===== src/rtl/piano_pkg.sv =====
// Shared constants for the piano note capture path.
// Note width, empty-slot code and key-index to note-code mapping.
package piano_pkg;

  localparam int NOTE_W = 4;

  localparam logic [NOTE_W-1:0] NOTE_EMPTY = 4'h0;

  // Code 0 marks an empty slot, so key i shows as i+1.
  function automatic logic [NOTE_W-1:0] note_of(input int idx);
    logic [NOTE_W-1:0] c;
    c = NOTE_W'(idx + 1);
    return c;
  endfunction

endpackage


===== src/rtl/key_debounce.sv =====
// One key: two-flop synchroniser, stable-count debounce, press pulse.
// Ports: clk, reset, i_key (raw, async) -> o_rise (one-cycle press pulse).
module key_debounce #(
  parameter int DB_COUNT = 1000000
) (
  input  logic clk,
  input  logic reset,
  input  logic i_key,
  output logic o_rise
);

  localparam int CW = $clog2(DB_COUNT);
  localparam logic [CW-1:0] CNT_MAX = CW'(DB_COUNT - 1);

  logic          r_meta;
  logic          r_sync;
  logic          r_db;
  logic          r_db_d;
  logic [CW-1:0] r_cnt;

  always_ff @(posedge clk or posedge reset) begin
    if (reset) begin
      r_meta <= 1'b0;
      r_sync <= 1'b0;
      r_db   <= 1'b0;
      r_db_d <= 1'b0;
      r_cnt  <= '0;
    end else begin
      r_meta <= i_key;
      r_sync <= r_meta;
      r_db_d <= r_db;
      // Any return to the accepted level restarts the count.
      if (r_sync == r_db) begin
        r_cnt <= '0;
      end else if (r_cnt == CNT_MAX) begin
        r_db  <= r_sync;
        r_cnt <= '0;
      end else begin
        r_cnt <= r_cnt + CW'(1);
      end
    end
  end

  assign o_rise = r_db & ~r_db_d;

endmodule


===== src/rtl/note_history.sv =====
// Debounced piano keys feeding a four-deep note history for the display.
// Ports: clk, reset, key[], clear -> note_valid, note_code, in0..in3.
module note_history
  import piano_pkg::*;
#(
  parameter int NUM_KEYS = 8,
  parameter int DB_COUNT = 1000000
) (
  input  logic              clk,
  input  logic              reset,
  input  logic [NUM_KEYS-1:0] key,
  input  logic              clear,
  output logic              note_valid,
  output logic [NOTE_W-1:0] note_code,
  output logic [NOTE_W-1:0] in0,
  output logic [NOTE_W-1:0] in1,
  output logic [NOTE_W-1:0] in2,
  output logic [NOTE_W-1:0] in3
);

  logic [NUM_KEYS-1:0] w_rise;
  logic                w_hit;
  logic [NOTE_W-1:0]   w_code;

  logic              r_valid;
  logic [NOTE_W-1:0] r_code;
  logic [NOTE_W-1:0] r_in0;
  logic [NOTE_W-1:0] r_in1;
  logic [NOTE_W-1:0] r_in2;
  logic [NOTE_W-1:0] r_in3;

  for (genvar g = 0; g < NUM_KEYS; g++) begin : g_key
    key_debounce #(
      .DB_COUNT(DB_COUNT)
    ) u_db (
      .clk   (clk),
      .reset (reset),
      .i_key (key[g]),
      .o_rise(w_rise[g])
    );
  end

  // Scan high to low so the lowest simultaneous press wins.
  always_comb begin
    w_hit  = 1'b0;
    w_code = NOTE_EMPTY;
    for (int i = NUM_KEYS - 1; i >= 0; i--) begin
      if (w_rise[i]) begin
        w_hit  = 1'b1;
        w_code = note_of(i);
      end
    end
  end

  always_ff @(posedge clk or posedge reset) begin
    if (reset) begin
      r_valid <= 1'b0;
      r_code  <= NOTE_EMPTY;
      r_in0   <= NOTE_EMPTY;
      r_in1   <= NOTE_EMPTY;
      r_in2   <= NOTE_EMPTY;
      r_in3   <= NOTE_EMPTY;
    end else if (clear) begin
      r_valid <= 1'b0;
      r_in0   <= NOTE_EMPTY;
      r_in1   <= NOTE_EMPTY;
      r_in2   <= NOTE_EMPTY;
      r_in3   <= NOTE_EMPTY;
    end else begin
      r_valid <= w_hit;
      if (w_hit) begin
        r_code <= w_code;
        r_in3  <= r_in2;
        r_in2  <= r_in1;
        r_in1  <= r_in0;
        r_in0  <= w_code;
      end
    end
  end

  assign note_valid = r_valid;
  assign note_code  = r_code;
  assign in0        = r_in0;
  assign in1        = r_in1;
  assign in2        = r_in2;
  assign in3        = r_in3;

endmodule


===== config.mk =====
export PLATFORM = sky130hd
export DESIGN_NAME = note_history
export DESIGN_NICKNAME = d
export VERILOG_FILES = /design/src/rtl/piano_pkg.sv /design/src/rtl/key_debounce.sv /design/src/rtl/note_history.sv
export SDC_FILE = /design/constraint.sdc
export NUM_CORES = 1
export LEC_CHECK = 0
export CAP_MARGIN = 10
export CORE_MARGIN = 1.5
export CORE_UTILIZATION = 55
export CTS_CLUSTER_SIZE = 14
export DETAILED_ROUTE_END_ITERATION = 6
export PLACE_DENSITY = 0.75
export SYNTH_ARGS = -nofsm -noshare
export SYNTH_HDL_FRONTEND = slang
export SYNTH_SLANG_ARGS = --single-unit

===== constraint.sdc =====
create_clock -name clk -period 6.9 [get_ports clk]
set_input_delay 1.38 -clock clk [delete_from_list [all_inputs] [get_ports clk]]
set_output_delay 1.38 -clock clk [all_outputs]
set_load 0.005 [all_outputs]

==> results.cfg, run 1 <==
[logic_synthesis]
synth_edf_count = 0
syn_area_per_cell_um2 = 10.3
async_flop_share_pct = 100
synth_nets = 978
syn_area_um2 = 9880
syn-instance-count = 959
seq_area_frac_synth_pct = 53.9
synth_warnings = 0
ys_types = 48
ys.flop_type = dfrtp_1
synth-seq-cells = 213

[drt]
routed_wl_um = 18500
drtPass1Iterations = 4
wl_per_cell_um = 15.1
via_per_inst = 5.76
vias = 7065
drt_iter0_drc = 421
drc = 0
ant_nets = 0

[run]
drv_cap = 0

[setup_path]
crit_chain = clkdlybuf4s50_1
cp_max_fo = 2
cp_slowest_cell = clkdlybuf4s50_1
worstPathRequired_ns = 5.52
criticalPathCategory = reg2out
critPathTopFamily = buffers and inverters
crit_buf_inv = 1
start_kind = flop
endpoint_kind = output port
crit_arrival_ns = 1.45
cpPeakStageDelay_ns = 0.53

[floorplan]
pin_count = 32
core.rowCount = 48
die_h_um = 137
start_util_pct = 56.8
die_width_um = 137
core_um2 = 17400
dieArea_um2 = 18800

[clock_network]
cts_root_buffer = clkbuf_16
cts_tree = done
cts_hold_buf = 0
clk_pin_slew_ns = 0.06
cts_max_path_buffers = 3
ctsHtreeMaxLevel = 1
cts_resized = 0
cts_sinks = 213
clkLatencyLatePin_ns = 0.50
cts_buffers = 23
post_cts_buffers = 0

[cells_and_area]
regArea_um2 = 5330
final_core_util_pct = 64.3
n_antenna_cell = 0
nNetsFinal = 1005
syn2layout_area_growth_pct = 13.2
multi_input_area_um2 = 4350
drive_gt1_share_pct = 7.09
fillers = 1381

[global_routing]
grt_pass1_wl_um = 32200
antenna_found_initial = 0
globalRouteTotalUtil_pct = 21.0
grt_pass1_vias = 6744
grt_max_degree = 160
overflow = 0

[timing]
finalSetupViolations = 0
finalMaxSlewViolations = 0
tns_ns = 0
whs_ns = 0.347
min_period_ns = 2.83
worstMarginPinSlew_ns = 1.03
slew_headroom_pct = 31.0
rsz0062_at_grt = no
fmax_mhz = 353
finalCritPeriodShare_pct = 41.1
skew_ns = 0.00816
hold_viol = 0

[pwr]
power.switching_w = 0.000549
ir_drop_v = 0.000219
power_frac_clock_pct = 47.4
power.internal_w = 0.00203
p_per_area_nw_per_um2 = 231
total_power_w = 0.00258
cellLeakagePower_nw = 4.73
swShare_pct = 21.3
combPwrFrac_pct = 3.0
seq_power_share_pct = 49.6

[place]
port_buffers = 31
hpwl_um = 12200
place_congestion = 0.825

[outcome]
status = completed

[hold_path]
hold_path.class = reg2reg
-- metrics by stage --
stage | cell area, um^2 | worst slack (ns) | cells
after global placement | 10400 | 3.62 | 1186
after CTS | 11200 | 4.04 | 1226
after detailed placement | 10400 | 3.63 | 1186
after floorplan | 9890 | 2.75 | 959
final | 11200 | 4.07 | 1226
after global routing | 11200 | 3.89 | 1226
-- cell usage in the layout, fill, tap and decap left out, types with 13 or more instances in the layout --
master / count
or4_1: 25
nand4_1: 46
dfrtp_1: 213
xnor2_1: 32
nor4_1: 13
nand3_1: 61
xor2_1: 73
inv_1: 21
or3_1: 25
nand2_1: 50
clkbuf_16: 23
o31ai_1: 19
nor2_1: 115
nor3_1: 17
clkdlybuf4s50_1: 31
a21oi_1: 48
and3_1: 24
o21ai_0: 31
and4_1: 14
-- worst paths after layout --
path                                    startpoint                      end  slack [ns]  cells after the start
hold / removal                g_key[4].u_db.r_meta     g_key[4].u_db.r_sync        0.35                      0
hold reg to reg               g_key[4].u_db.r_meta     g_key[4].u_db.r_sync        0.35                      0
setup / recovery                      note_code[2]             note_code[2]        4.07                      1
min in group asynchronous                    reset     g_key[2].u_db.r_meta        1.44                      3
max in group asynchronous                    reset  g_key[1].u_db.r_cnt[13]        4.20                      4
setup reg to reg           g_key[7].u_db.r_cnt[11]   g_key[7].u_db.r_cnt[8]        4.53                      4
-- cell type report --
class	count	share of cell area, %
Timing Repair Buffer	39	3.42
Clock buffer	26	5.42
Multi-Input combinational cell	687	38.9
Sequential cell	213	47.6
Tap cell	225	2.52
Clock inverter	14	1.37
Inverter	22	0.771
-- layer usage --
| metal | vias to the layer above | global-route usage, % | part of all wire, % |
|---|---|---|---|
| met5 | - | 0 | 0 |
| met1 | 3442 | 30.7 | 48 |
| li1 | 3495 | - | - |
| met2 | 99 | 33.4 | 47 |
| met3 | 29 | 3.07 | 3.0 |
| met4 | 0 | 4.91 | 2.1 |
-- state kept, by name (all words and copies together) (netlist names) --
name,flops
g_key.u_db.r_db,8
in2,4
g_key.u_db.r_cnt,160
note_valid,1
g_key.u_db.r_sync,8
note_code,4
g_key.u_db.r_meta,8
in0,4
g_key.u_db.r_db_d,8
in1,4
in3,4
-- power groups by stage --
stage | Clock, W | Combinational (W) | Sequential, W
floorplan | 0 | 0.0000558 | 0.00130
global placement | 0 | 0.0000788 | 0.00130
detailed placement | 0 | 0.0000797 | 0.00130
CTS | 0.00125 | 0.0000803 | 0.00128
global route | 0.00131 | 0.0000898 | 0.00128
finish | 0.00122 | 0.0000773 | 0.00128
-- Yosys cell counts, drive strengths merged, types with 3 or more instances --
| library cell | count | area [um^2] |
|---|---|---|
| a21oi | 48 | 240 |
| a22o | 12 | 105 |
| and2 | 10 | 62.6 |
| and3 | 24 | 150 |
| and4 | 14 | 123 |
| buf | 6 | 28.8 |
| clkbuf | 31 | 116 |
| dfrtp | 213 | 5330 |
| ha | 8 | 100 |
| inv | 22 | 82.6 |
| mux2 | 8 | 90.1 |
| nand2 | 50 | 188 |
| nand2b | 7 | 43.8 |
| nand3 | 61 | 305 |
| nand4 | 48 | 322 |
| nand4b | 6 | 52.6 |
| nor2 | 115 | 432 |
| nor2b | 5 | 31.3 |
| nor3 | 17 | 85.1 |
| nor4 | 13 | 81.3 |
| nor4b | 6 | 52.6 |
| o21ai | 32 | 160 |
| o2bb2ai | 3 | 26.3 |
| o31ai | 24 | 180 |
| or3 | 25 | 156 |
| or4 | 26 | 199 |
| or4b | 4 | 40.0 |
| xnor2 | 32 | 280 |
| xor2 | 73 | 639 |
-- kinds of logic (layout without fill, tap and decap cells) --
logic type | after synthesis | count (layout) | share of synthesized area [%]
xor+xnor | 105 | 105 | 9.30
buf+inv | 59 | 101 | 2.30
mux | 10 | 10 | 1.11
simple gates | 437 | 437 | 24.1
flops | 213 | 213 | 53.9
fa+ha+maj | 8 | 8 | 1.01
compound gates | 127 | 127 | 8.28
(Power assumes the default switching activity.)
==> run 2: changes to the inputs <==
--- a/config.mk
+++ b/config.mk
@@ -7,10 +7,10 @@
 export LEC_CHECK = 0
 export CAP_MARGIN = 10
 export CORE_MARGIN = 1.5
-export CORE_UTILIZATION = 55
+export CORE_UTILIZATION = 61
 export CTS_CLUSTER_SIZE = 14
 export DETAILED_ROUTE_END_ITERATION = 6
-export PLACE_DENSITY = 0.75
+export PLACE_DENSITY = 0.79
 export SYNTH_ARGS = -nofsm -noshare
 export SYNTH_HDL_FRONTEND = slang
 export SYNTH_SLANG_ARGS = --single-unit
==> constraint.sdc (replaced) <==
create_clock -name clk -period 2.9 [get_ports clk]
set_input_delay 0.58 -clock clk [delete_from_list [all_inputs] [get_ports clk]]
set_output_delay 0.58 -clock clk [all_outputs]
set_load 0.005 [all_outputs]
==> results.cfg, run 2 (synthesis results as in run 1) <==
[drt]
drc = 0
routed_wl_um = 19000
ant_nets = 0
via_per_inst = 5.89
vias = 7207
wl_per_cell_um = 15.6
drt_iter0_drc = 518
drtPass1Iterations = 5

[clock_network]
cts_resized = 0
cts_root_buffer = clkbuf_16
ctsHtreeMaxLevel = 1
clk_pin_slew_ns = 0.06
cts_hold_buf = 0
post_cts_buffers = 0
cts_max_path_buffers = 3
clkLatencyLatePin_ns = 0.51
cts_buffers = 23
cts_tree = done
cts_sinks = 213

[pwr]
cellLeakagePower_nw = 4.77
seq_power_share_pct = 48.0
ir_drop_v = 0.000515
power.internal_w = 0.00499
power.switching_w = 0.00135
swShare_pct = 21.3
p_per_area_nw_per_um2 = 562
power_frac_clock_pct = 48.9
combPwrFrac_pct = 3.0

[global_routing]
overflow = 0
grt_max_degree = 136
grt_pass1_vias = 6826
antenna_found_initial = 0
grt_pass1_wl_um = 32400
globalRouteTotalUtil_pct = 23.4

[timing]
finalSetupViolations = 0
finalCritPeriodShare_pct = 74.7
min_period_ns = 2.17
worstMarginPinSlew_ns = 0.710
skew_ns = 0.0113
rsz0062_at_grt = no
finalMaxSlewViolations = 0
hold_viol = 0
setup_slack_ns = 0.734
whs_ns = 0.348
slew_headroom_pct = 52.6
fmax_mhz = 462

[setup_path]
endpoint_kind = flop
crit_arrival_ns = 2.55
cp_max_fo = 13
cpPeakStageDelay_ns = 0.55
crit_chain = nor4_1 -> nand4_1 -> o41ai_4 -> buf_4 -> nor2_1
start_kind = flop
worstPathRequired_ns = 3.28
criticalPathCategory = reg2reg
cp_slowest_cell = o41ai_4

[floorplan]
start_util_pct = 62.5
core_um2 = 15800
dieArea_um2 = 17000
die_width_um = 130
die_h_um = 130
core.rowCount = 46
pin_count = 32

[outcome]
status = completed

[place]
place_congestion = 0.824
port_buffers = 31
pre_cts_ws_ns = 0.781
placed_area_um2 = 10500
hpwl_um = 12500

[cells_and_area]
top_register = g_key.u_db.r_cnt
fillers = 1175
syn2layout_area_growth_pct = 14.1
n_antenna_cell = 0
drive_gt1_share_pct = 7.45
final_common_cell = dfrtp_1
stdcell_area_um2 = 11300
nNetsFinal = 1010
largest_register_ffs = 160
final_cell_mix = dfrtp_1 (213), nor2_1 (115), xor2_1 (73)

[run]
drv_cap = 0

[hold_path]
hold_path.class = reg2reg
==> run 2: per-layer routing <==
layer / GRT usage, % / share of wire [%] / vias to the layer above
met3: 3.69 / 3.5 / 42
met1: 32.7 / 46 / 3518
met2: 37.1 / 47 / 143
met4: 8.69 / 3.5 / 0
li1: - / - / 3504
met5: 0 / 0 / -
==> run 2: critical path: cells and delay by family (launching register included) <==
kind / cells / cell delay, ns
AND/OR/NAND/NOR: 3 / 0.76
flip-flops: 1 / 0.44
AO/OA/AOI/OAI: 1 / 0.55
buffers and inverters: 1 / 0.28
==> run 2: layout make-up <==
type	count	area [um^2]	area share [%]
tap	216	270	2.40
sequential	213	5330	47.3
inverter	22	86.3	0.765
clock inverter	11	166	1.48
timing repair buffer	44	433	3.84
multi-input combinational	687	4350	38.6
clock buffer	30	642	5.69
==> run 2: final timing paths <==
check	end	slack [ns]	cells after the start	start
setup / recovery	g_key[7].u_db.r_cnt[5]	0.73	5	g_key[7].u_db.r_cnt[7]
hold / removal	g_key[2].u_db.r_sync	0.35	0	g_key[2].u_db.r_meta
setup reg to reg	g_key[7].u_db.r_cnt[5]	0.73	5	g_key[7].u_db.r_cnt[7]
hold reg to reg	g_key[2].u_db.r_sync	0.35	0	g_key[2].u_db.r_meta
max in group asynchronous	g_key[7].u_db.r_cnt[15]	1.71	3	reset
min in group asynchronous	g_key[4].u_db.r_cnt[0]	0.57	3	reset
==> run 2: through the flow <==
step | utilization (%) | total power (W) | setup TNS, ns | cells
2_1_floorplan | - | 0.00323 | -95.89 | 959
3_3_place_gp | 66.2 | 0.00329 | 0 | 1182
3_5_place_dp | 66.2 | 0.00330 | 0 | 1182
4_1_cts | 71.3 | 0.00641 | 0 | 1223
5_1_grt | 71.3 | 0.00656 | 0 | 1223
6_report | 71.3 | 0.00634 | 0 | 1223
==> run 2: power groups by stage <==
stage	Combinational, W	Sequential, W	Clock [W]
finish	0.000193	0.00305	0.00310
global route	0.000222	0.00305	0.00328
CTS	0.000200	0.00305	0.00316
detailed placement	0.000197	0.00310	0
global placement	0.000195	0.00310	0
floorplan	0.000133	0.00309	0
